File: config.mk
export PLATFORM = sky130hd
export DESIGN_NAME = onewire_master_flat
export DESIGN_NICKNAME = d
export VERILOG_FILES = /design/src/rtl/onewire_master_if.sv /design/src/rtl/onewire_master.sv /design/src/flat_wrapper.sv
export SDC_FILE = /design/constraint.sdc
export NUM_CORES = 1
export LEC_CHECK = 0
export ABC_AREA = 1
export CORE_UTILIZATION = 50
export CTS_CLUSTER_SIZE = 30
export DETAILED_ROUTE_END_ITERATION = 8
export GPL_ROUTABILITY_DRIVEN = 0
export PLACE_DENSITY = 0.68
export SLEW_MARGIN = 20
export SYNTH_ARGS = -nofsm -noshare
export SYNTH_HDL_FRONTEND = slang
export SYNTH_SLANG_ARGS = --single-unit
File: constraint.sdc
create_clock -name clk -period 4.6 [get_ports clk]
set_input_delay 1.15 -clock clk [delete_from_list [all_inputs] [get_ports clk]]
set_output_delay 1.15 -clock clk [all_outputs]
set_load 0.03 [all_outputs]
File: src/rtl/onewire_master_if.sv
// Command/response and pad-side signals of the 1-Wire bit engine.
// The master modport is the engine's view. The slave modport is the wrapper/pad view.
interface onewire_master_if;
    logic       cmd_valid;
    logic       cmd_ready;
    logic [1:0] cmd_op;
    logic       rsp_valid;
    logic       rsp_data;
    logic       busy;
    logic       pad_t;
    logic       pad_i;
    logic       pad_o;

    modport master (
        input  cmd_valid, cmd_op, pad_o,
        output cmd_ready, rsp_valid, rsp_data, busy, pad_t, pad_i
    );

    modport slave (
        output cmd_valid, cmd_op, pad_o,
        input  cmd_ready, rsp_valid, rsp_data, busy, pad_t, pad_i
    );
endinterface

File: src/rtl/onewire_master.sv
// Standard-speed 1-Wire slot generator: reset/presence, write-0, write-1 and read-bit
// on an open-drain pad. Only the pad tristate control (pad_t) is ever toggled.
module onewire_master #(
    parameter int US_CYCLES   = 50,
    parameter int SYNC_STAGES = 2
) (
    input  logic                    clk,
    input  logic                    rstn,
    onewire_master_if.master        bus
);

    localparam int PW = (US_CYCLES > 1) ? $clog2(US_CYCLES) : 1;

    localparam logic [1:0] OP_RESET  = 2'b00;
    localparam logic [1:0] OP_WRITE0 = 2'b01;

    typedef enum logic [1:0] {
        IDLE    = 2'd0,
        LOW     = 2'd1,
        RELEASE = 2'd2
    } state_t;

    state_t                 state_q;
    logic [1:0]             op_q;
    logic [PW-1:0]          presc_q;
    logic [PW-1:0]          presc_d;
    logic [9:0]             t_q;
    logic [9:0]             t_d;
    logic                   us_tick;
    logic [SYNC_STAGES-1:0] sync_q;
    logic                   bus_s;
    logic                   sample_q;
    logic                   pad_t_q;
    logic                   cmd_ready_q;
    logic                   busy_q;
    logic                   rsp_valid_q;
    logic                   rsp_data_q;
    logic [9:0]             t_low;
    logic [9:0]             t_samp;
    logic [9:0]             t_end;

    assign bus_s = sync_q[SYNC_STAGES-1];

    always_comb begin
        us_tick = (presc_q == PW'(US_CYCLES - 1));
        presc_d = us_tick ? '0 : presc_q + PW'(1);
        t_d     = us_tick ? t_q + 10'd1 : t_q;
    end

    // Slot timing in microseconds for the latched opcode.
    always_comb begin
        t_low  = 10'd6;
        t_samp = 10'd15;
        t_end  = 10'd75;
        case (op_q)
            OP_RESET: begin
                t_low  = 10'd480;
                t_samp = 10'd550;
                t_end  = 10'd960;
            end
            OP_WRITE0: t_low = 10'd60;
            default:   t_low = 10'd6;
        endcase
    end

    always_ff @(posedge clk or negedge rstn) begin
        if (!rstn) begin
            state_q     <= IDLE;
            op_q        <= 2'b00;
            presc_q     <= '0;
            t_q         <= '0;
            sync_q      <= '0;
            sample_q    <= 1'b0;
            pad_t_q     <= 1'b1;
            cmd_ready_q <= 1'b1;
            busy_q      <= 1'b0;
            rsp_valid_q <= 1'b0;
            rsp_data_q  <= 1'b0;
        end else begin
            sync_q      <= {sync_q[SYNC_STAGES-2:0], bus.pad_o};
            rsp_valid_q <= 1'b0;

            // Write-0 samples while still in LOW, so sampling is state-independent.
            if (state_q != IDLE && us_tick && t_d == t_samp) begin
                sample_q <= bus_s;
            end

            case (state_q)
                IDLE: begin
                    if (bus.cmd_valid && cmd_ready_q) begin
                        op_q        <= bus.cmd_op;
                        presc_q     <= '0;
                        t_q         <= '0;
                        pad_t_q     <= 1'b0;
                        cmd_ready_q <= 1'b0;
                        busy_q      <= 1'b1;
                        state_q     <= LOW;
                    end else begin
                        cmd_ready_q <= 1'b1;
                        busy_q      <= 1'b0;
                    end
                end
                LOW: begin
                    presc_q <= presc_d;
                    t_q     <= t_d;
                    if (us_tick && t_d == t_low) begin
                        pad_t_q <= 1'b1;
                        state_q <= RELEASE;
                    end
                end
                RELEASE: begin
                    presc_q <= presc_d;
                    t_q     <= t_d;
                    // Ready is withheld during the rsp_valid cycle and comes back from IDLE.
                    if (us_tick && t_d == t_end) begin
                        rsp_valid_q <= 1'b1;
                        rsp_data_q  <= (op_q == OP_RESET) ? ~sample_q : sample_q;
                        state_q     <= IDLE;
                    end
                end
                default: begin
                    pad_t_q <= 1'b1;
                    state_q <= IDLE;
                end
            endcase
        end
    end

    assign bus.pad_t     = pad_t_q;
    assign bus.pad_i     = 1'b0;
    assign bus.cmd_ready = cmd_ready_q;
    assign bus.busy      = busy_q;
    assign bus.rsp_valid = rsp_valid_q;
    assign bus.rsp_data  = rsp_data_q;

endmodule

File: src/flat_wrapper.sv
// flat-port wrapper written by rule: the top's interface ports become plain ports
module onewire_master_flat 
#(
    parameter int US_CYCLES   = 50,
    parameter int SYNC_STAGES = 2
)
  (clk, rstn, bus_cmd_valid, bus_cmd_op, bus_pad_o, bus_cmd_ready, bus_rsp_valid, bus_rsp_data, bus_busy, bus_pad_t, bus_pad_i);
  onewire_master_if bus_i ();
  input  logic clk;
  input  logic rstn;
  input wire logic [$bits(bus_i.cmd_valid)-1:0] bus_cmd_valid;
  input wire logic [$bits(bus_i.cmd_op)-1:0] bus_cmd_op;
  input wire logic [$bits(bus_i.pad_o)-1:0] bus_pad_o;
  output wire logic [$bits(bus_i.cmd_ready)-1:0] bus_cmd_ready;
  output wire logic [$bits(bus_i.rsp_valid)-1:0] bus_rsp_valid;
  output wire logic [$bits(bus_i.rsp_data)-1:0] bus_rsp_data;
  output wire logic [$bits(bus_i.busy)-1:0] bus_busy;
  output wire logic [$bits(bus_i.pad_t)-1:0] bus_pad_t;
  output wire logic [$bits(bus_i.pad_i)-1:0] bus_pad_i;
  assign bus_i.cmd_valid = bus_cmd_valid;
  assign bus_i.cmd_op = bus_cmd_op;
  assign bus_i.pad_o = bus_pad_o;
  assign bus_cmd_ready = bus_i.cmd_ready;
  assign bus_rsp_valid = bus_i.rsp_valid;
  assign bus_rsp_data = bus_i.rsp_data;
  assign bus_busy = bus_i.busy;
  assign bus_pad_t = bus_i.pad_t;
  assign bus_pad_i = bus_i.pad_i;
  onewire_master #(.US_CYCLES(US_CYCLES), .SYNC_STAGES(SYNC_STAGES)) u_core (.clk(clk), .rstn(rstn), .bus(bus_i));
endmodule
==> results.md <==
* Cells along the critical path: clkdlybuf4s50_1
* Pin count of the biggest net entering global routing at 29
* Port bufs at 10
* Synth Instances at 285
* Register area share after synthesis at 0.363
* Area of the multi-input gates at 1040 um2
* Endpoint class of the critical path: output port
* Max-cap violations at 0
* Peak VDD IR at roughly 0.00037 V
* Clock Tree Buf Depth at 2
* Final core utilization at 0.579
* Gr usage total at 0.234
* Syn-to-layout area delta at 10.1%
* Clock tree from TritonCTS: yes
* Post-DRT Antenna Nets at 0
* Synth Net Count at 298
* Post-layout min period at 2660 ps
* Largest cells by area after synthesis: dfrtp_1, nand2_1, nand3_1
* Commonest cells after routing, fill and taps aside: nand2_1, inv_1, nand3_1
* Min-delay src: u_core.sync_q[0]$_DFF_PN0_
* Post-CTS setup buffers at 0
* Filler cells at 381
* Setup Viol. Count Final at 0
* Distinct cell type count after synthesis at 31
* Share of the synthesized area in the top cell type at 0.335
* Status: finished, final reports clean
* Layout cells sized above 1 at 0.0946
* Slew @ Worst Pin at 847 ps
* Largest area contributor in the netlist: dfrtp_1
* Die width at about 64 um
* Initial Util at 0.526
* Hold Path Class: flop to flop
* Clock Sinks at 28
* Rows at 22
* Family with the most delay on the worst path: buffers and inverters
* Clock-pin slew on the worst setup and hold paths at around 100 ps
* Hold slack at 360 ps
* Post-synth EDFFs at 0
* Vias post-DR at 1792
* Total core area at 3690 um2
* Design Power at 1000 uW
* Hold path endpoint: u_core.sync_q[1]$_DFF_PN0_
* Post-route cell area at 2130 um2
* Nets at 310
* Worst hold path depth at 0
* RSZ-0062 raised after global routing: false
* Yosys Warn Count at 0
* Hold_buf cts at 0
* Setup Skew at about 4 ps
* Cell chosen for the clock root: clkbuf_8
* Fin Setup TNS at 0 ps
* Slew Viols, Final at 0
* Worst slew margin at 0.433
* CP Max Fanout at 4
* Commonest non-fill, non-tap cell in the layout: nand2_1
* Pwr dens at 470 nW/um2
* R2R Setup Slk at between 2000 and 2500 ps
* Crit path buf inv count at 1
* Clock Latency Late Sink at 270 ps
* Mean Syn Cell Area at 6.80 um2
* Vias in the first global route at 1658
* Resized Gates After CTS at 0
* CTS Buf Count at 3
* Hold Fails Final Rpt at 0
* Biggest cell delay along the critical path at 670 ps
* Post-synthesis register bit count at 28
* WL final at 4370 um
* Vias per cell at between 5 and 6
* Gr ovfl total at 0
* Worst-path cell with the longest stage delay: clkdlybuf4s50_1
* CTS H-tree depth at 1
* Fmax at 376 MHz
* # DRC at 0
* Avg WL per Cell at 12.7 um
* Crit path DAT at 1510 ps
* Number of cells on the worst reg-to-reg path at 12
* CP startpoint kind: flop
* DRT iter0 DRCs at ~120
* Placed cell areas at ~2100 um2
* Antenna Cells at 0
* Global-route wire length before repair at 7560 um
* DIE AREA at 4130 um2
* Die Y at 64.3 um
* Reg area at 703 um2
* R2r endpoint: u_core.state_q[1]$_DFFE_PN0P_
* DRT Pass-1 Iters at 4
* Crit Reg-Reg Startpoint: u_core.op_q[1]$_DFFE_PN0P_
* WS Path Type: flop to output port
* Worst EP required at 3450 ps
* Initial antenna violation count at 0
* IO Pins at 12
* Async set-reset flop share out of synthesis at 1.00
* Pleak at 0.00109 uW
* Hpwl dp at 3320 um
* Mapped cell area at 1940 um2
* Ys flop type: dfrtp_1
* Period utilization at 0.579
flip-flops by register name, summed over array words and instances, names as in the netlist:
register	flops
u_core.bus.busy	1
u_core.bus.pad_t	1
u_core.state_q	2
u_core.bus.rsp_valid	1
u_core.t_q	10
u_core.sync_q	2
u_core.bus.rsp_data	1
u_core.presc_q	6
u_core.op_q	2
u_core.bus.cmd_ready	1
u_core.sample_q	1
per-layer routing:
metal / share of wire / global-route usage / vias to the layer above
met2: 0.47 / 0.393 / 41
met5: 0 / 0 / -
met1: 0.48 / 0.318 / 824
li1: - / - / 923
met3: 0.036 / 0.0304 / 4
met4: 0.0078 / 0.0500 / 0
cells in the mapped netlist (all sizes together) (2+ instances only):
library cell and number:
nand4 2, o22ai 8, nor2 30, dfrtp 26, dfstp 2, nand2 97
buf 3, o21ai 14, inv 43, xor2 2, ha 7, nor3 2
a21oi 5, nand3 36
report_power, final:
| group | switching [uW] | internal (uW) | leakage [uW] |
|---|---|---|---|
| clock network | 80.9 | 76.7 | 0.0000288 |
| registers | 40.5 | 299 | 0.000370 |
| logic | 345 | 162 | 0.000696 |
| total | 466 | 538 | 0.00109 |
kinds of logic (layout without fill, tap and decap cells):
group	Yosys count	after routing	share of synthesized area
and+or+nand+nor	169	169	0.392
buffers and inverters	48	59	0.101
AOI/OAI and AO/OA	30	30	0.0877
DFF	28	28	0.363
adders and majority gates	7	7	0.0452
xor gates and xnor gates	2	2	0.00903
other	1	1	0.00193
per-stage QoR:
step                setup slack, ps  std cells
detailed placement             1810        340
floorplan                      2580        285
global placement               1530        340
global route                   1910        344
CTS                            1930        344
finish                         1940        344
cell type report:
| cell class | instances | share of cell area |
|---|---|---|
| Clock buffer | 4 | 0.0258 |
| Inverter | 44 | 0.0774 |
| Tap cell | 48 | 0.0281 |
| Timing Repair Buffer | 11 | 0.0504 |
| Multi-Input combinational cell | 209 | 0.489 |
| Sequential cell | 28 | 0.329 |
worst max path at each step:
stage	cells after the start	slack, ps	start	to
global route	1	1910	u_core.bus.cmd_ready$_DFFE_PN1N_	bus_cmd_ready
finish	1	1940	u_core.bus.cmd_ready$_DFFE_PN1N_	bus_cmd_ready
CTS	1	1930	u_core.bus.cmd_ready$_DFFE_PN1N_	bus_cmd_ready
floorplan	4	2580	bus_cmd_valid	u_core.presc_q[1]$_DFFE_PN0P_
global placement	7	1530	bus_cmd_valid	u_core.presc_q[5]$_DFFE_PN0P_
detailed placement	5	1810	bus_cmd_valid	u_core.presc_q[1]$_DFFE_PN0P_
(Power assumes the default switching activity.)
